$ cat src/rtl/booth_r4_seq_multiplier_pkg.sv
// Shared types for the radix-4 Booth sequential multiplier.
//  - mult_state_t  : control FSM states (IDLE -> RUN -> DONE -> IDLE)
//  - booth_digit_t : recoded radix-4 Booth digit {-2,-1,0,+1,+2}
//  - booth_recode  : maps the overlapping bit triplet {q[2i+1], q[2i], q[2i-1]}
//                    to its Booth digit
package mult_pkg;

  typedef enum logic [1:0] {IDLE, RUN, DONE} mult_state_t;

  typedef enum logic [2:0] {NEG2, NEG1, ZERO, POS1, POS2} booth_digit_t;

  // Standard radix-4 Booth table: digit = -2*b2 + b1 + b0
  function automatic booth_digit_t booth_recode(input logic [2:0] bits);
    booth_digit_t digit;
    case (bits)
      3'b001, 3'b010: digit = POS1;
      3'b011:         digit = POS2;
      3'b100:         digit = NEG2;
      3'b101, 3'b110: digit = NEG1;
      default:        digit = ZERO;
    endcase
    return digit;
  endfunction

endpackage

$ cat src/rtl/booth_r4_seq_multiplier_ks_adder_cin.sv
// Module: ks_adder_cin
// Combinational Kogge-Stone prefix adder with carry-in.
// Ports:
//  a, b  in   WIDTH  addends
//  cin   in   1      carry-in
//  sum   out  WIDTH  (a + b + cin) mod 2^WIDTH
//  cout  out  1      carry out of the top bit
module ks_adder_cin #(
  parameter int WIDTH = 16
) (
  input  logic [WIDTH-1:0] a,
  input  logic [WIDTH-1:0] b,
  input  logic             cin,
  output logic [WIDTH-1:0] sum,
  output logic             cout
);

  localparam int LEVELS = $clog2(WIDTH);

  logic [WIDTH-1:0] half_p;
  logic [WIDTH-1:0] grp_g;
  logic [WIDTH-1:0] grp_p;
  logic [WIDTH-1:0] nxt_g;
  logic [WIDTH-1:0] nxt_p;

  // Prefix tree. Carry-in is folded into bit 0's generate, so after the last
  // level grp_g[k] is the carry out of bit k including cin, and the carry
  // into bit k is simply grp_g[k-1] (cin for bit 0).
  always_comb begin
    half_p   = a ^ b;
    grp_g    = a & b;
    grp_g[0] = grp_g[0] | (half_p[0] & cin);
    grp_p    = half_p;
    nxt_g    = '0;
    nxt_p    = '0;
    for (int lvl = 0; lvl < LEVELS; lvl++) begin
      nxt_g = grp_g;
      nxt_p = grp_p;
      for (int k = 0; k < WIDTH; k++) begin
        if (k >= (1 << lvl)) begin
          nxt_g[k] = grp_g[k] | (grp_p[k] & grp_g[k-(1<<lvl)]);
          nxt_p[k] = grp_p[k] & grp_p[k-(1<<lvl)];
        end
      end
      grp_g = nxt_g;
      grp_p = nxt_p;
    end
    sum  = half_p ^ {grp_g[WIDTH-2:0], cin};
    cout = grp_g[WIDTH-1];
  end

endmodule

$ cat src/rtl/booth_r4_seq_multiplier.sv
// Module: booth_r4_seq_multiplier
// Iterative signed radix-4 Booth multiplier, one Booth digit retired per cycle,
// partial products accumulated through a Kogge-Stone adder with carry-in.
// Optional build macro: BOOTH_EARLY_TERM_EN -- finish as soon as every
// remaining Booth digit is zero (same products, shorter latency).
// Ports:
//  clk           in   1        rising-edge clock
//  rst           in   1        asynchronous active-high reset
//  in_valid      in   1        operands valid
//  in_ready      out  1        block can accept operands (IDLE)
//  multiplicand  in   WIDTH    signed M
//  multiplier    in   WIDTH    signed Q
//  out_valid     out  1        product valid (DONE)
//  out_ready     in   1        consumer takes product
//  product       out  2*WIDTH  signed M*Q
module booth_r4_seq_multiplier
  import mult_pkg::*;
#(
  parameter int WIDTH = 8
) (
  input  logic               clk,
  input  logic               rst,
  input  logic               in_valid,
  output logic               in_ready,
  input  logic [WIDTH-1:0]   multiplicand,
  input  logic [WIDTH-1:0]   multiplier,
  output logic               out_valid,
  input  logic               out_ready,
  output logic [2*WIDTH-1:0] product
);

  localparam int PW     = 2 * WIDTH;
  localparam int DIGITS = WIDTH / 2;
  localparam int IW     = (DIGITS > 1) ? $clog2(DIGITS) : 1;
  localparam logic [IW-1:0] LAST_ITER = IW'(DIGITS - 1);

  mult_state_t    state;
  mult_state_t    state_nxt;
  logic [PW-1:0]  acc;
  logic [IW-1:0]  iter;
  logic [WIDTH-1:0] m_reg;
  logic [WIDTH-1:0] q_reg;

  logic [WIDTH:0] q_ext;
  logic [IW:0]    shamt;
  logic [2:0]     triplet;
  booth_digit_t   digit;
  logic           digit_neg;
  logic [PW-1:0]  m_sext;
  logic [PW-1:0]  magnitude;
  logic [PW-1:0]  addend;
  logic [PW-1:0]  adder_b;
  logic [PW-1:0]  acc_sum;
  logic           unused_cout;
  logic           early_done;

  // Digit selection: Q with an implicit 0 below bit 0, so iteration i reads
  // bits {2i+1, 2i, 2i-1} of Q as q_ext[2i+2 : 2i].
  assign q_ext   = {q_reg, 1'b0};
  assign shamt   = {iter, 1'b0};
  assign triplet = q_ext[shamt +: 3];
  assign digit   = booth_recode(triplet);
  assign m_sext  = {{WIDTH{m_reg[WIDTH-1]}}, m_reg};

  // Build |d|*M shifted into position; negative digits are subtracted as
  // ~addend + 1, the +1 riding on the adder carry-in.
  always_comb begin
    magnitude = '0;
    digit_neg = 1'b0;
    case (digit)
      POS1:    magnitude = m_sext;
      POS2:    magnitude = m_sext << 1;
      NEG1: begin
        magnitude = m_sext;
        digit_neg = 1'b1;
      end
      NEG2: begin
        magnitude = m_sext << 1;
        digit_neg = 1'b1;
      end
      default: magnitude = '0;
    endcase
    addend  = magnitude << shamt;
    adder_b = digit_neg ? ~addend : addend;
  end

  ks_adder_cin #(.WIDTH(PW)) u_adder (
    .a    (acc),
    .b    (adder_b),
    .cin  (digit_neg),
    .sum  (acc_sum),
    .cout (unused_cout)
  );

`ifdef BOOTH_EARLY_TERM_EN
  // Remaining digits are all zero when Q[WIDTH-1:2i-1] is all-equal; an
  // arithmetic shift copies the sign so "all ones or all zeros" covers it.
  logic signed [WIDTH:0] q_rem;
  assign q_rem      = $signed(q_ext) >>> shamt;
  assign early_done = (&q_rem) | ~(|q_rem);
`else
  assign early_done = 1'b0;
`endif

  // State register.
  always_ff @(posedge clk or posedge rst) begin
    if (rst) begin
      state <= IDLE;
    end else begin
      state <= state_nxt;
    end
  end

  // Next-state and handshake outputs. in_ready only in IDLE, so a product
  // handed off in DONE cannot be followed by a same-cycle accept.
  always_comb begin
    state_nxt = state;
    in_ready  = 1'b0;
    out_valid = 1'b0;
    case (state)
      IDLE: begin
        in_ready = 1'b1;
        if (in_valid) state_nxt = RUN;
      end
      RUN: begin
        if (early_done || (iter == LAST_ITER)) state_nxt = DONE;
      end
      DONE: begin
        out_valid = 1'b1;
        if (out_ready) state_nxt = IDLE;
      end
      default: state_nxt = IDLE;
    endcase
  end

  // Datapath: capture operands on accept, accumulate one digit per RUN cycle,
  // and latch the final sum into product so it holds steady through DONE.
  always_ff @(posedge clk or posedge rst) begin
    if (rst) begin
      acc     <= '0;
      iter    <= '0;
      m_reg   <= '0;
      q_reg   <= '0;
      product <= '0;
    end else begin
      case (state)
        IDLE: begin
          if (in_valid) begin
            m_reg <= multiplicand;
            q_reg <= multiplier;
            acc   <= '0;
            iter  <= '0;
          end
        end
        RUN: begin
          if (early_done) begin
            product <= acc;
          end else begin
            acc  <= acc_sum;
            iter <= iter + 1'b1;
            if (iter == LAST_ITER) product <= acc_sum;
          end
        end
        default: ;
      endcase
    end
  end

endmodule

$ cat config.mk
export PLATFORM = sky130hd
export DESIGN_NAME = booth_r4_seq_multiplier
export DESIGN_NICKNAME = d
export VERILOG_FILES = /design/src/rtl/booth_r4_seq_multiplier_pkg.sv /design/src/rtl/booth_r4_seq_multiplier_ks_adder_cin.sv /design/src/rtl/booth_r4_seq_multiplier.sv
export SDC_FILE = /design/constraint.sdc
export NUM_CORES = 1
export LEC_CHECK = 0
export BUFFER_PORTS_ARGS = -buffer_cell sky130_fd_sc_hd__buf_2
export CAP_MARGIN = 15
export CORE_AREA = 2 2 83 85
export DETAILED_ROUTE_END_ITERATION = 6
export DIE_AREA = 0 0 85 87
export GPL_ROUTABILITY_DRIVEN = 0
export MAX_ROUTING_LAYER = met4
export PLACE_DENSITY = 0.75
export SYNTH_ARGS = -nofsm -noshare
export SYNTH_HDL_FRONTEND = slang
export SYNTH_SLANG_ARGS = --single-unit
$ cat constraint.sdc
create_clock -name clk -period 4.9 [get_ports clk]
set_input_delay 0.49 -clock clk [delete_from_list [all_inputs] [get_ports clk]]
set_output_delay 0.49 -clock clk [all_outputs]
set_load 0.005 [all_outputs]
# After elaboration in Yosys (flattened, before gate mapping)
# Index checks and enable logic that the tools add are counted.
dict set report word_totals {
  regBits 52
  in_bits 20
}
dict set report classes {
  addsub 1
  n_eq_ne 15
  shift 2
  muxes 14
  bitwise 127
  reduce_logical 12
}
# operator n
set ops {}
lappend ops {{$and A1 B1 Y1} 77}
lappend ops {{$pmux W16 S2} 2}
lappend ops {{$or A1 B1 Y1} 46}
lappend ops {{$mux W16} 2}
lappend ops {{$xor A16 B16 Y16} 2}
lappend ops {{$not A16 Y16} 1}
lappend ops {{$shl A16 B3 Y16} 1}
lappend ops {{$and A15 B15 Y15} 1}
lappend ops {{$eq A3 B3 Y1 const B} 4}
lappend ops {{$pmux W3 S4} 1}
lappend ops {{$reduce_or A2 Y1} 5}
lappend ops {{$eq A3 B2 Y1 const B} 3}
lappend ops {{$shiftx A9 B4 Y3} 1}
lappend ops {{$mux W2} 4}
lappend ops {{$eq A3 B1 Y1 const B} 2}
lappend ops {{$ne A2 B2 Y1 const B} 3}
lappend ops {{$pmux W2 S3} 1}
lappend ops {{$reduce_and A2 Y1} 3}
lappend ops {{$eq A2 B2 Y1 const B} 2}
lappend ops {{$pmux W2 S2} 1}
lappend ops {{$logic_not A3 Y1} 1}
lappend ops {{$mux W1} 3}
lappend ops {{$reduce_and A3 Y1} 1}
lappend ops {{$add A2 B1 Y2 const B} 1}
lappend ops {{3 further kinds} 3}

# Longest topological paths before layout
# Gate-level depths: netlist of the first run.
dict set report depth {
  ltp_word 21
  depth_mapped 23
}

# By module
# A second synthesis of the first run with hierarchy kept.
dict set report hier_totals {
  cells_unflattened 354
  hier_area_um2 3422.0
}
# module n_inst cells_each area_each_um2 seq_area_each_um2
set by_module_without_submodules {}
lappend by_module_without_submodules {booth_r4_seq_multiplier 1 247 2633.8 1301.2}
lappend by_module_without_submodules {ks_adder_cin 1 107 788.3 0.0}

# Worst setup path after synthesis of the first run
# No wires, ideal clock.
dict set report synth_path {
  path_kind {register to register}
  start {register iter[0]}
  end {register acc[15]}
  setup_time_ns 0.080
  arrival_ns 4.881
  path_slack_ns -0.061
  stages_incl_launch_ff 20
  period_less_slack_ns 4.961
  path_cell_list {dfrtp_1 -> clkbuf_1 -> mux4_2 -> ha_1 -> o21ai_0 -> nor2_1 -> a211oi_2 -> a22o_1 -> nor2_1 -> a21oi_1 -> o21ai_0 -> xor2_1 -> ha_1 -> a2111o_1 -> a31o_2 -> a31oi_1 -> a21oi_2 -> or4_4 -> and2_4 -> o211ai_2}
}
dict set report synth_between {
  elab_chain_cells 21
  word_cells_on_any_way 67
}
# item line
set synth_lines {}
lappend synth_lines {{start: declaration} booth_r4_seq_multiplier.sv:40} ;# logic [IW-1:0] iter;
lappend synth_lines {{start signal: assignment} booth_r4_seq_multiplier.sv:160} ;# iter <= iter + 1'b1;
lappend synth_lines {{$shiftx A9 B4 Y3} booth_r4_seq_multiplier.sv:61} ;# assign triplet = q_ext[shamt +: 3];
lappend synth_lines {{$eq A3 B3 Y1 (tied with other cells)} booth_r4_seq_multiplier_pkg.sv:15} ;# case (bits)
lappend synth_lines {{$reduce_or A2 Y1} booth_r4_seq_multiplier_pkg.sv:15}
lappend synth_lines {{$pmux W3 S4} booth_r4_seq_multiplier_pkg.sv:15}
lappend synth_lines {{$eq A3 B3 Y1 (tied with other cells)} booth_r4_seq_multiplier.sv:70} ;# case (digit)
lappend synth_lines {{$reduce_or A2 Y1 (no line)} -}
lappend synth_lines {{$pmux W16 S2} booth_r4_seq_multiplier.sv:70}
lappend synth_lines {{$shl A16 B3 Y16} booth_r4_seq_multiplier.sv:83} ;# addend = magnitude << shamt;
lappend synth_lines {{[5 not listed]} -}
lappend synth_lines {{$and A1 B1 Y1} booth_r4_seq_multiplier_ks_adder_cin.sv:41} ;# nxt_g[k] = grp_g[k] | (grp_p[k] & grp_g[k-(1<<lvl)]);
lappend synth_lines {{$or A1 B1 Y1} booth_r4_seq_multiplier_ks_adder_cin.sv:41}
lappend synth_lines {{$and A1 B1 Y1} booth_r4_seq_multiplier_ks_adder_cin.sv:41}
lappend synth_lines {{$or A1 B1 Y1} booth_r4_seq_multiplier_ks_adder_cin.sv:41}
lappend synth_lines {{$and A1 B1 Y1} booth_r4_seq_multiplier_ks_adder_cin.sv:41}
lappend synth_lines {{$or A1 B1 Y1} booth_r4_seq_multiplier_ks_adder_cin.sv:41}
lappend synth_lines {{$xor A16 B16 Y16 *} booth_r4_seq_multiplier_ks_adder_cin.sv:48} ;# sum = half_p ^ {grp_g[WIDTH-2:0], cin};
lappend synth_lines {{$pmux W16 S2 *} booth_r4_seq_multiplier.sv:146} ;# case (state)
lappend synth_lines {{end signal: assignment} booth_r4_seq_multiplier.sv:159} ;# acc <= acc_sum;
lappend synth_lines {{end: declaration} booth_r4_seq_multiplier.sv:39} ;# logic [PW-1:0] acc;
# Every way passes the cells marked *; elsewhere a longest branch is shown, timed or not.
# A chain may end at the register's enable or synchronous reset.

# Worst setup path in the final report of the first run
dict set report layout_path {
  start {register iter[1]}
  end {register acc[15]}
}
# The elaborated chain is that of the path after synthesis.

==> flow_results.org, run 1 <==
** Critical path
- Longest individual stage delay on the worst path :: just under 0.5 ns
- CP startpoint kind :: flop
- The worst register-to-register path ends at acc[15].
- In this run the worst path has a maximum fanout of 6.
- Worst endpoint required time :: 5.13 ns
- Depth of the most critical reg-to-reg path :: 21
- Number of cells on the critical path :: 21
- The worst setup path is captured at a flop.
- Top delay family on crit path :: compound AO/OA/AOI/OAI gates
- In this run the register-to-register setup slack is 0.22 ns.
- Critical Path AT :: 4.91 ns
- Cell Chain, Critical Path :: mux2_2, nand2_1, o21a_1, inv_1, ha_1, mux2i_4, a211oi_2, buf_4, a22oi_1, nor2_1, a21oi_1, nor2_1, xnor2_1, ha_1, a2111o_1, a31o_2, a31oi_2, a21oi_2, or4_4, and2_4, o211ai_2
- The worst register-to-register path begins at iter[1].
- Cell type of the slowest stage on the worst timing path :: sky130_fd_sc_hd__or4_4
- Buffers plus inverters on the worst setup path :: 2
- Critical path class :: reg -> reg

** Die
- DIE WIDTH :: ~85 µm
- Row generation in the floorplan step produced 30 rows.
- For this design the top-level I/O count stands at 38.
- The region available for standard cell placement spans ~6600 µm².
- The die covers 7395 µm².
- Initial core utilization :: between 50 and 60%
- Floorplan die height :: 87 µm

** CTS
- Clock transition time at the flip-flop clock pins of the worst setup and hold paths :: around 0.090 ns
- Source-to-sink clock delay at the later pin of the worst-skew pair :: roughly 0.30 ns
- Clock tree synthesis inserted a total of 5 buffers.
- TritonCTS built the clock tree.
- Postcts setup bufs :: 0
- For this design, the sink count on the clock tree is 52.
- Clock buffer depth :: 2
- Clock Root Buffer :: sky130_fd_sc_hd__clkbuf_8
- Htree depth :: 2

** STA
- Between clock sinks in the finished design, the worst skew comes to approximately 0.0078 ns.
- Worst slew margin :: a little under a third
- The final critical path takes up 95.57% of the cycle.
- Setup repair after global routing could not meet its margin everywhere.
- The count of endpoints failing hold in the final timing report is 0.
- For the pin with the worst max-slew slack, the measured transition is 1.024 ns.
- Derived from the worst setup path, the maximum achievable clock frequency is 0.2135 GHz.
- Summed over all failing endpoints, the final setup total negative slack is 0 ns.
- Clock period minus worst slack :: about 4.7 ns
- In the post-route analysis, the smallest setup slack over all paths is roughly 0.22 ns.
- The max-slew violation count came to 0.
- Final setup vio count :: 0
- Hold timing on the final database bottoms out at a slack of between 0.15 and 0.2 ns.

** Cells and area
- Syn-to-layout area delta :: 11.82%
- The largest registers in the layout are acc (16), product (16).
- After the flow finishes, the layout carries non-filler instances totaling between 400 and 500.
- The post-route netlist has 22.94% of its cells at a drive strength greater than 1.
- Inserted Diodes :: 0
- Fill cells in the final layout number ~580.
- The library cell used most frequently in the layout, excluding fill and tap cells, is sky130_fd_sc_hd__dfrtp_1.
- For this run, the post-layout net count is 430.
- Commonest non-fill, non-tap cells in the layout :: sky130_fd_sc_hd__dfrtp_1 (52), sky130_fd_sc_hd__nand2_1 (47), sky130_fd_sc_hd__buf_2 (37), sky130_fd_sc_hd__o21ai_0 (33), sky130_fd_sc_hd__ha_1 (21)

** Route
- Violation count after the first detailed-routing iteration :: around 200
- Detailed routing inserted a total of about 2700 vias.
- Post-route antenna net violation count :: 0
- Drc violations :: 0
- After detailed routing, the number of vias per cell comes to between 5 and 6.
- For this run, the detailed router's first-pass iteration total came to 4.
- In the final routed layout, each cell accounts on average for 14.89 µm.
- Wire length after detailed routing :: 6.968 mm

** Synthesis
- In the synthesized netlist the dominant register cell turns out to be sky130_fd_sc_hd__dfrtp_1.
- When the netlist entered floorplanning its net count stood at about 400.
- Cell Area, Synth :: about 3400 µm²
- Synthesized instance count :: 354
- Post-synth EDFFs :: 0
- A synthesized cell averages 9.540 µm².
- In the synthesized netlist the async set-or-reset flop fraction comes to between 90% and 100%.
- Sequential elements use 38.53% of the synthesized area.
- For this run, the number of Yosys warnings is 0.
- Number of distinct standard cells referenced by the synthesized netlist :: 53
- After synthesis the netlist holds a flip-flop and latch count of 52.

** Placement
- Number of port buffers :: 37
- In this run, placement finished with an instance count of 460.
- Worst-case setup slack after placement :: 0.1624 ns
- Detailed placement ended at an HPWL of between 5 and 6 mm.

** Global route
- The first global-routing pass estimated roughly 12 mm of wire.
- Total routing usage reported by global routing :: between 20% and 30%
- Entering global routing, the biggest net connects 53 pins.
- Initial antenna violation count :: 0
- Vias in the first global route :: approximately 2700
- Global routing finished with a remaining overflow of 0.

** Hold path
- The path class of the tightest hold or removal check is in -> async.

** Job
- Maximum capacitance violations :: 0

** Status
- Outcome :: complete, no violations
[metal layers]
metal  track usage (%)  routed length, µm  up-vias
met3             2.749                276       11
met4             6.782                136        0
met2             34.09               3339       72
li1                  -                  -     1338
met1             26.05               3216     1267
met5                 -                  0        -
[area by class of cell]
type                    count  area [µm²]  share of cell area, %
multi-input cells         272        1994                  52.82
flip-flops and latches     52        1301                  34.46
repair buffers             44       254.0                  6.726
well taps                  80       100.1                  2.651
clock buffers               6       72.57                  1.922
inverters                  13       48.80                  1.292
clock inverters             1       5.005                 0.1325
[cell families after synthesis]
family / synth area share [%]
mux: 10.41
xor+xnor: 7.410
flops: 38.53
simple gates: 13.15
compound gates: 18.75
fa+ha+maj: 8.373
buf+inv: 3.372
[synthesized netlist by cell type, types with 3 or more instances]
library cell               count  share of area, %
sky130_fd_sc_hd__xor2_1       13               3.4
sky130_fd_sc_hd__o21ai_1       4              0.59
sky130_fd_sc_hd__clkbuf_1     11               1.2
sky130_fd_sc_hd__a21o_1        3              0.67
sky130_fd_sc_hd__nor2b_1       3              0.56
sky130_fd_sc_hd__o22ai_1      13               2.4
sky130_fd_sc_hd__o211ai_1      3              0.67
sky130_fd_sc_hd__ha_1         21               7.8
sky130_fd_sc_hd__o21ai_0      34               5.0
sky130_fd_sc_hd__mux2i_1       7               2.1
sky130_fd_sc_hd__xnor2_1      13               3.4
sky130_fd_sc_hd__dfrtp_1      52                39
sky130_fd_sc_hd__nor2_1       15               1.7
sky130_fd_sc_hd__nand2b_1      6               1.1
sky130_fd_sc_hd__nand4_1       3              0.56
sky130_fd_sc_hd__a21oi_1      20               3.0
sky130_fd_sc_hd__a22oi_1       3              0.67
sky130_fd_sc_hd__buf_1         5              0.56
sky130_fd_sc_hd__mux2_2       19               6.3
sky130_fd_sc_hd__nand2_1      47               5.2
sky130_fd_sc_hd__a22o_1        4               1.0
sky130_fd_sc_hd__inv_1        13               1.4
sky130_fd_sc_hd__nor3_1        5              0.74
[worst max path at each step]
stage	slack, ns	from	to
floorplan	0.07	iter[0]	acc[15]
global placement	0.31	iter[1]	acc[15]
detailed placement	0.16	iter[1]	acc[15]
CTS	0.13	iter[1]	acc[15]
global route	-0.006	iter[0]	product[15]
finish	0.22	iter[1]	acc[15]
[repair_timing]
action                                  in CTS  in global routing
endpoints found under the setup margin       0                 10
hold buffers                                 0                  0
resized for setup                            0                  8
hold endpoints to repair                     0                  0
[metrics by stage]
stage	instance area [µm²]	utilization (%)
2_1_floorplan	3378	-
3_3_place_gp	3642	55.45
3_5_place_dp	3642	55.45
4_1_cts	3720	56.63
5_1_grt	3776	57.49
6_report	3776	57.49
[worst register-to-register path, stage by stage, from the launching register on]
cell and delay (ns):
sky130_fd_sc_hd__dfrtp_1 0.38, sky130_fd_sc_hd__mux2_2 0.34, sky130_fd_sc_hd__nand2_1 0.07, sky130_fd_sc_hd__o21a_1 0.17
sky130_fd_sc_hd__inv_1 0.08, sky130_fd_sc_hd__ha_1 0.28, sky130_fd_sc_hd__mux2i_4 0.27, sky130_fd_sc_hd__a211oi_2 0.13
sky130_fd_sc_hd__buf_4 0.17, sky130_fd_sc_hd__a22oi_1 0.28, sky130_fd_sc_hd__nor2_1 0.08, sky130_fd_sc_hd__a21oi_1 0.13
sky130_fd_sc_hd__nor2_1 0.07, sky130_fd_sc_hd__xnor2_1 0.14, sky130_fd_sc_hd__ha_1 0.24, sky130_fd_sc_hd__a2111o_1 0.44
sky130_fd_sc_hd__a31o_2 0.27, sky130_fd_sc_hd__a31oi_2 0.21, sky130_fd_sc_hd__a21oi_2 0.10, sky130_fd_sc_hd__or4_4 0.49
sky130_fd_sc_hd__and2_4 0.17, sky130_fd_sc_hd__o211ai_2 0.13
Power of run 1 is left out: the tool's default activity adds up to more than one toggle a clock period on the data nets, which glitch-free logic cannot reach.
==> run 2, diff against run 1 <==
Settings changed: CORE_AREA 2 2 83 85 to 2 2 79 81, CTS_BUF_LIST set to sky130_fd_sc_hd__clkbuf_4 sky130_fd_sc_hd__clkbuf_8, DIE_AREA 0 0 85 87 to 0 0 81 83, PLACE_DENSITY 0.75 to 0.79.
Clock period 4.9 ns to 6 ns, I/O delays scaled along.
==> run 2 against run 1 <==
Sequential share of layout area increased by 0.57 points. Via count shrank 0.52%. Clock skew up 0.0021 ns. Largest cell class unchanged. Maximum frequency decreased by 7.8%. Sequential cell count stayed put. First-iteration DRC count shrank 30%. Clock-buffer cell count unchanged. Global-route usage increased by 1.9 points. Cell count down 1.7%. Utilization rose by 6.4 points.
==> flow_results.org, run 2 (synthesis results as in run 1) <==
** Route
- The number of nets with antenna violations after detailed routing was 0 (unchanged).
- WL/cell :: 14.66 µm (was 14.89 µm)
- The routed wire length came to 6.742 mm (was 6.968 mm).
- The detailed-routing iteration count for the pre-antenna-repair pass came to 4 (unchanged).
- Total number of vias :: 2674 (was 2688)
- Violation count after the first detailed-routing iteration :: 141 (was 201)
- The post-detailed-route via-to-cell ratio came to 5.813 (was 5.744).
- Drc violations :: 0 (unchanged)

** Global route
- Layer carrying the most global-route usage :: met2 (unchanged)
- GR Layer Usage met2 :: 35.91% (was 34.09%)
- Met3 layer usage reported by global route :: 3.370% (was 2.749%)
- The number of global-route vias before repair came to 2560 (was 2684).
- GR met1 Demand/Resource :: 29.88% (was 26.05%)
- The number of antenna violations at the first check in global routing came to 0 (unchanged).
- The remaining global-route overflow is 0 (unchanged).
- The maximum number of pins on one net before global-route repair was 53 (unchanged).
- The all-layer global routing usage is 22.38% (was 20.51%).
- First-pass GRT wire length :: 11.76 mm (was 11.99 mm)

** Job
- Maximum capacitance violations :: 0 (unchanged)

** Die
- Core box area :: 5816 µm² (was 6569 µm²)
- The width of the chip came to 81 µm (was 85 µm).
- The count of standard-cell rows was 28 (was 30).
- The vertical die dimension is 83 µm (was 87 µm).
- The starting utilization of the core area was 58.07% (was 51.41%).
- DIE AREA :: 6723 µm² (was 7395 µm²)
- The number of top-level pins came to 38 (unchanged).

** STA
- The final worst clock skew was 0.009913 ns (was 0.007809 ns).
- The count of endpoints failing setup in the final report is 0 (unchanged).
- Count of final hold-check violations :: 0 (unchanged)
- The final worst-path cycle share is 84.69% (was 95.57%).
- Worst slew margin :: 32.99% (was 31.75%)
- Clock period minus worst slack :: 5.081 ns (was 4.683 ns)
- Number of max-slew violations in the final report :: 0 (unchanged)
- The accumulated negative setup slack was 0 ns (unchanged).
- The actual transition at the worst max-transition pin is 1.005 ns (was 1.024 ns).
- Least setup slack across all paths after layout :: 0.9188 ns (was 0.2170 ns)
- The maximum clock rate came to 0.1968 GHz (was 0.2135 GHz).
- RSZ-0062 raised after global routing: no (was yes).

** CTS
- Clock tree from TritonCTS :: built (unchanged)
- The clock root buffer was sky130_fd_sc_hd__clkbuf_8 (unchanged).
- The number of H-tree branching levels was 2 (unchanged).
- The number of clock sinks seen by CTS is 52 (unchanged).
- Postcts setup bufs :: 0 (unchanged)
- The number of hold-repair buffers added at the cts stage is 0 (unchanged).
- Clock buffer depth :: 2 (unchanged)
- The TritonCTS buffer count was 5 (unchanged).
- Resized Gates After CTS :: 0 (unchanged)
- Clock transition time at the flip-flop clock pins of the worst setup and hold paths :: 0.09 ns (about the same)
- Source-to-sink clock delay at the later pin of the worst-skew pair :: 0.30 ns (about the same)

** Cells and area
- Syn-to-layout area delta :: 10.00% (was 11.82%)
- Commonest non-fill, non-tap cells in the layout: sky130_fd_sc_hd__dfrtp_1 (52), sky130_fd_sc_hd__nand2_1 (47), sky130_fd_sc_hd__buf_2 (37), sky130_fd_sc_hd__o21ai_0 (34), sky130_fd_sc_hd__ha_1 (21) (was sky130_fd_sc_hd__dfrtp_1 (52), sky130_fd_sc_hd__nand2_1 (47), sky130_fd_sc_hd__buf_2 (37), sky130_fd_sc_hd__o21ai_0 (33), sky130_fd_sc_hd__ha_1 (21)).
- The antenna diode count came to 0 (unchanged).
- Final standard cell count with taps included and fillers excluded :: 460 (was 468)
- The share of the core filled with cells is 63.88% (was 57.49%).
- Commonest non-fill, non-tap cell in the layout :: sky130_fd_sc_hd__dfrtp_1 (unchanged)
- The number of nets in the layout came to 427 (was 430).
- Largest registers: acc (16), product (16) (unchanged).
- Fraction of final layout cells with drive strength greater than 1 :: 21.30% (was 22.94%)

** Status
- Outcome: complete, no violations (unchanged).

** Critical path
- The worst-path maximum fanout is 26 (was 6).
- The category of the worst setup path launch point was a flop (unchanged).
- The endpoint class of the critical path is a flop (unchanged).
- The arrival time reported for the critical path endpoint came to 5.31 ns (was 4.91 ns).
- Worst endpoint required time :: 6.23 ns (was 5.13 ns)
- Critical path class :: reg -> reg (unchanged)

** Hold path
- Tightest Hold Check Type :: in -> async (unchanged)

** Placement
- The number of placed instances, taps included came to 452 (was 460).
- The HPWL after detailed placement was 4.972 mm (was 5.217 mm).
- Number of port buffers :: 37 (unchanged)
- Worst-case setup slack after placement :: 1.034 ns (was 0.1624 ns)
run 2: layout make-up:
cell class / instances / area [µm²]
Clock buffer: 6 / 76.32
Clock inverter: 1 / 5.005
Inverter: 13 / 48.80
Multi-Input combinational cell: 272 / 1962
Sequential cell: 52 / 1301
Timing Repair Buffer: 41 / 227.7
Fill cell: 512 / 2101
Tap cell: 75 / 93.84
run 2: path summary, 6_finish.rpt:
| path | startpoint | end | slack [ns] | cells after the start |
|---|---|---|---|---|
| min in group clk | out_ready | state[1] | 0.48 | 2 |
| worst min register to register | product[5] | product[5] | 0.48 | 2 |
| max in group asynchronous | rst | acc[14] | 5.15 | 3 |
| worst max-delay path | iter[1] | acc[15] | 0.92 | 18 |
| worst min-delay path | rst | state[0] | 0.31 | 2 |
| worst max register to register | iter[1] | acc[15] | 0.92 | 18 |
run 2: critical path: stages, from the launching register on:
cell and delay, ns:
sky130_fd_sc_hd__dfrtp_1 0.37, sky130_fd_sc_hd__buf_4 0.28, sky130_fd_sc_hd__mux4_2 0.38, sky130_fd_sc_hd__ha_1 0.24
sky130_fd_sc_hd__o21ai_0 0.26, sky130_fd_sc_hd__nor2_1 0.11, sky130_fd_sc_hd__a211oi_2 0.48, sky130_fd_sc_hd__a22oi_1 0.21
sky130_fd_sc_hd__o21ai_0 0.20, sky130_fd_sc_hd__o21ai_0 0.13, sky130_fd_sc_hd__xor2_1 0.16, sky130_fd_sc_hd__ha_1 0.38
sky130_fd_sc_hd__a2111o_1 0.40, sky130_fd_sc_hd__a31o_2 0.26, sky130_fd_sc_hd__a31oi_1 0.26, sky130_fd_sc_hd__a21oi_2 0.11
sky130_fd_sc_hd__or4_4 0.49, sky130_fd_sc_hd__and2_4 0.17, sky130_fd_sc_hd__o211ai_2 0.12
run 2: metal layers:
metal	vias to the layer above	routed length, µm
met5	-	0
met4	0	63
met2	43	3339
met1	1298	3150
met3	6	189
li1	1327	-
run 2: per-stage QoR:
stage	area [µm²]	hold WS [ns]
CTS	3695	0.4703
finish	3715	0.3115
global route	3715	0.3504
detailed placement	3613	0.4647
floorplan	3377	0.4563
global placement	3613	0.4549
Power of run 2 is left out for the same reason.
==> run 3, diff against run 2 <==
Settings changed: ABC_AREA set to 1, CORE_AREA 2 2 79 81 to 2 2 82 84, DIE_AREA 0 0 81 83 to 0 0 84 86, PLACE_DENSITY 0.79 to 0.76.
Clock period 6 ns to 4.1 ns, I/O delays scaled along.
==> run 3 against run 2 <==
Via count is 13% higher. Global-route usage is 0.38 points higher. Synthesized area is 0.82% lower. Worst hold slack worse by 0.25 ns. Critical endpoint is now acc[12].
==> flow_results.org, run 3 <==
** CTS
- Hold-fix buffers, CTS :: 0 (unchanged)
- Clock Root Buffer :: sky130_fd_sc_hd__clkbuf_8 (unchanged)
- The TritonCTS buffer count is 5 (unchanged).
- Htree depth :: 2 (unchanged)
- Number of sinks driven by the clock tree :: 52 (unchanged)
- Source-to-sink clock delay at the later pin of the worst-skew pair :: 0.31 ns (was 0.30 ns)
- The CTS tree is built (unchanged).
- The clock transition at the registers of the reported paths is 0.10 ns (was 0.09 ns).
- Clock buffer depth :: 2 (unchanged)

** Synthesis
- The portion of the post-synthesis area used by sequential elements came to 38.85% (was 38.53%).
- Fraction of synthesized cell area in xor and xnor cells :: 6.500% (was 7.410%)
- Number of distinct standard cells referenced by the synthesized netlist :: 34 (was 53)
- Warning count from the yosys run :: 0 (unchanged)
- The number of instances in the synthesized netlist was 435 (was 354).
- The cell area after synthesis was 3349 µm² (was 3377 µm²).
- The leading area contributor after synthesis is sky130_fd_sc_hd__dfrtp_1 (unchanged).
- Most common library cells after synthesis :: sky130_fd_sc_hd__nand2_1 (141), sky130_fd_sc_hd__dfrtp_1 (52), sky130_fd_sc_hd__o21ai_0 (46), sky130_fd_sc_hd__inv_1 (35), sky130_fd_sc_hd__ha_1 (21) (was sky130_fd_sc_hd__dfrtp_1 (52), sky130_fd_sc_hd__nand2_1 (47), sky130_fd_sc_hd__o21ai_0 (34), sky130_fd_sc_hd__ha_1 (21), sky130_fd_sc_hd__a21oi_1 (20))
- Most frequently used cell type in the post-synthesis netlist :: sky130_fd_sc_hd__nand2_1 (was sky130_fd_sc_hd__dfrtp_1)
- The simple-gate area share of the yosys netlist is 26.07% (was 13.15%).
- The top cell type's share of synthesized area came to 38.85% (was 38.53%).
- Flip-flop and latch count after synthesis :: 52 (unchanged)
- Ranking of synthesized cells by area: sky130_fd_sc_hd__dfrtp_1 (39%), sky130_fd_sc_hd__nand2_1 (16%), sky130_fd_sc_hd__ha_1 (7.8%) (was sky130_fd_sc_hd__dfrtp_1 (39%), sky130_fd_sc_hd__ha_1 (7.8%), sky130_fd_sc_hd__mux2_2 (6.3%)).
- The average footprint of a synthesized cell is 7.700 µm² (was 9.540 µm²).
- The share of the synthesized area in compound gates (AO/OA/AOI/OAI) is 14.12% (was 18.75%).
- Synth Net Count :: 477 (was 396)
- The multiplexer area fraction after synthesis came to 0% (was 10.41%).
- The adder-cell share of the synthesized area came to 8.442% (was 8.373%).
- Main combinational cell family by area after synthesis :: simple AND/OR/NAND/NOR gates (was compound AO/OA/AOI/OAI gates)
- The number of flops mapped to enable cells by yosys is 0 (unchanged).
- The async set-or-reset flop fraction in the synthesized netlist came to 100.0% (unchanged).
- The commonest register cell after synthesis was sky130_fd_sc_hd__dfrtp_1 (unchanged).

** Critical path
- Critical path class :: reg -> reg (unchanged)
- The endpoint required time on the critical path was 4.31 ns (was 6.23 ns).
- Critical Path AT :: 4.17 ns (was 5.31 ns)
- The family with the most delay on the worst path is compound AO/OA/AOI/OAI gates (unchanged).
- Cell type of the slowest stage on the worst timing path :: sky130_fd_sc_hd__dfrtp_2 (was sky130_fd_sc_hd__or4_4)
- The endpoint class of the critical path is a flop (unchanged).
- The category of the worst setup path launch point is a flop (unchanged).
- Buffers plus inverters on the worst setup path :: 3 (was 1)
- The worst-path maximum fanout is 6 (was 26).
- The delay of the slowest cell on the worst path was 0.46 ns (was 0.49 ns).

** Placement
- The HPWL after detailed placement was 5.585 mm (was 4.972 mm).
- The pre-CTS worst setup slack came to -0.2027 ns (was 1.034 ns).
- Total placed instance area :: 3640 µm² (was 3613 µm²)
- Number of port buffers :: 37 (unchanged)

** STA
- Final setup vio count :: 0 (unchanged)
- Top achievable clock speed :: 0.2527 GHz (was 0.1968 GHz)
- The final worst clock skew came to 0.01530 ns (was 0.009913 ns).
- The worst max-slew margin expressed relative to the limit came to 64.65% (was 32.99%).
- The final worst-path cycle share was 96.51% (was 84.69%).
- The worst setup margin came to 0.1433 ns (was 0.9188 ns).
- The actual transition at the worst max-transition pin is 0.5290 ns (was 1.005 ns).
- The final critical-path required period came to 3.957 ns (was 5.081 ns).
- Count of final hold-check violations :: 0 (unchanged)
- The max-slew violation count came to 0 (unchanged).

** Cells and area
- Area taken by multi-input logic gates :: 1989 µm² (was 1962 µm²)
- The number of nets in the layout is 531 (was 427).
- Largest registers :: acc (16), product (16) (unchanged)
- Inserted Diodes :: 0 (unchanged)
- Non-Filler Cell Area, Final :: 4051 µm² (was 3715 µm²)
- Fraction of final layout cells with drive strength greater than 1 :: 25.31% (was 21.30%)
- The layout overhead on the synthesized area is 20.96% (was 10.00%).
- Commonest non-fill, non-tap cells in the layout: sky130_fd_sc_hd__nand2_1 (136), sky130_fd_sc_hd__dfrtp_1 (50), sky130_fd_sc_hd__buf_2 (37), sky130_fd_sc_hd__o21ai_0 (33), sky130_fd_sc_hd__inv_1 (31) (was sky130_fd_sc_hd__dfrtp_1 (52), sky130_fd_sc_hd__nand2_1 (47), sky130_fd_sc_hd__buf_2 (37), sky130_fd_sc_hd__o21ai_0 (34), sky130_fd_sc_hd__ha_1 (21)).
- Sequential Area :: 1304 µm² (was 1301 µm²)
- The final-layout fill cell count came to 527 (was 512).
- Commonest non-fill, non-tap cell in the layout :: sky130_fd_sc_hd__nand2_1 (was sky130_fd_sc_hd__dfrtp_1)

** Job
- The number of max-cap violations is 0 (unchanged).

** Route
- Total iterations of the first detailed-routing run :: 6 (was 4)
- The average wire per standard cell was 14.22 µm (was 14.66 µm).
- The number of nets with antenna violations after detailed routing came to 0 (unchanged).
- Violation count after the first detailed-routing iteration :: 219 (was 141)
- The post-detailed-route via-to-cell ratio was 5.333 (was 5.813).
- Total number of vias :: 3024 (was 2674)
- Drc violations :: 0 (unchanged)
- The routed wire length is 8.060 mm (was 6.742 mm).

** Die
- The number of top-level pins came to 38 (unchanged).
- Floorplan die height :: 86 µm (was 83 µm)
- Initial core utilization :: 53.36% (was 58.07%)
- The core outline area came to 6277 µm² (was 5816 µm²).
- DIE WIDTH :: 84 µm (was 81 µm)
- The count of standard-cell rows was 29 (was 28).
- DIE AREA :: 7224 µm² (was 6723 µm²)

** Global route
- Largest net degree at the start of global routing :: 53 (unchanged)
- Vias in the first global route :: 2933 (was 2560)
- Total global routing overflow :: 0 (unchanged)
- The number of antenna violations at the first check in global routing came to 0 (unchanged).
- Total routing usage reported by global routing :: 22.76% (was 22.38%)
- The global-route wire length before repair came to 13.03 mm (was 11.76 mm).

** Status
- Outcome: complete, no violations (unchanged).

** Hold path
- The class of the tightest hold or removal check was in -> async (unchanged).
run 3: cell count changes in the layout (fill, tap and decap cells not counted), moves of 6 or more:
cell	before	now
sky130_fd_sc_hd__nand2_1	47	136
sky130_fd_sc_hd__o22ai_1	13	1
sky130_fd_sc_hd__a21oi_1	20	14
sky130_fd_sc_hd__nand2_2	0	14
sky130_fd_sc_hd__nand3_1	2	17
sky130_fd_sc_hd__o21ai_2	0	6
sky130_fd_sc_hd__nand3b_1	0	6
sky130_fd_sc_hd__inv_1	12	31
sky130_fd_sc_hd__buf_4	3	24
sky130_fd_sc_hd__nand2b_1	6	0
sky130_fd_sc_hd__mux2i_1	7	0
sky130_fd_sc_hd__mux2_2	19	0
run 3: metal layers:
metal | global-route usage [%] | wire (µm)
met5 | - | 0
met4 | 8.798 | 170
met3 | 2.984 | 266
met2 | 40.44 | 4154
met1 | 26.27 | 3469
run 3: per-stage QoR:
step	setup TNS, ns	std cells	hold slack, ns	util (%)
floorplan	0	435	0.4487	-
global placement	0	544	0.4583	57.98
detailed placement	-0.4972	544	0.4600	57.98
CTS	0	552	0.2781	60.31
global route	-0.3459	567	0.09219	64.54
finish	0	567	0.06515	64.54
run 3: cell families (layout without fill, tap and decap cells):
| logic type | after synthesis | after routing |
|---|---|---|
| simple gates | 202 | 202 |
| compound gates | 84 | 84 |
| flops | 52 | 52 |
| buf+inv | 51 | 106 |
| xor+xnor | 24 | 24 |
| fa+ha+maj | 22 | 22 |
run 3: final cells by class:
| class | instances | area share (%) |
|---|---|---|
| clock buffers | 5 | 1.699 |
| clock inverters | 3 | 1.699 |
| inverters | 36 | 3.428 |
| multi-input cells | 332 | 49.10 |
| flip-flops and latches | 52 | 32.18 |
| well taps | 77 | 2.378 |
| repair buffers | 62 | 9.512 |
run 3: path summary, 6_finish.rpt:
check / start / end / slack (ns) / cells after the start
worst max-delay path: iter[0] / acc[12] / 0.14 / 26
worst min-delay path: rst / q_reg[7] / 0.07 / 2
worst max register to register: iter[0] / acc[12] / 0.14 / 26
worst min register to register: product[9] / product[9] / 0.48 / 2
max in group asynchronous: rst / acc[13] / 3.52 / 3
min in group clk: out_ready / state[1] / 0.28 / 2
run 3: what timing repair did:
action                                  in CTS  in global routing
gates resized for setup                      5                 46
hold endpoints to repair                     0                  0
pin swaps                                    0                 21
endpoints found under the setup margin       9                 18
buffers inserted                             0                 14
Power of run 3 is left out for the same reason.
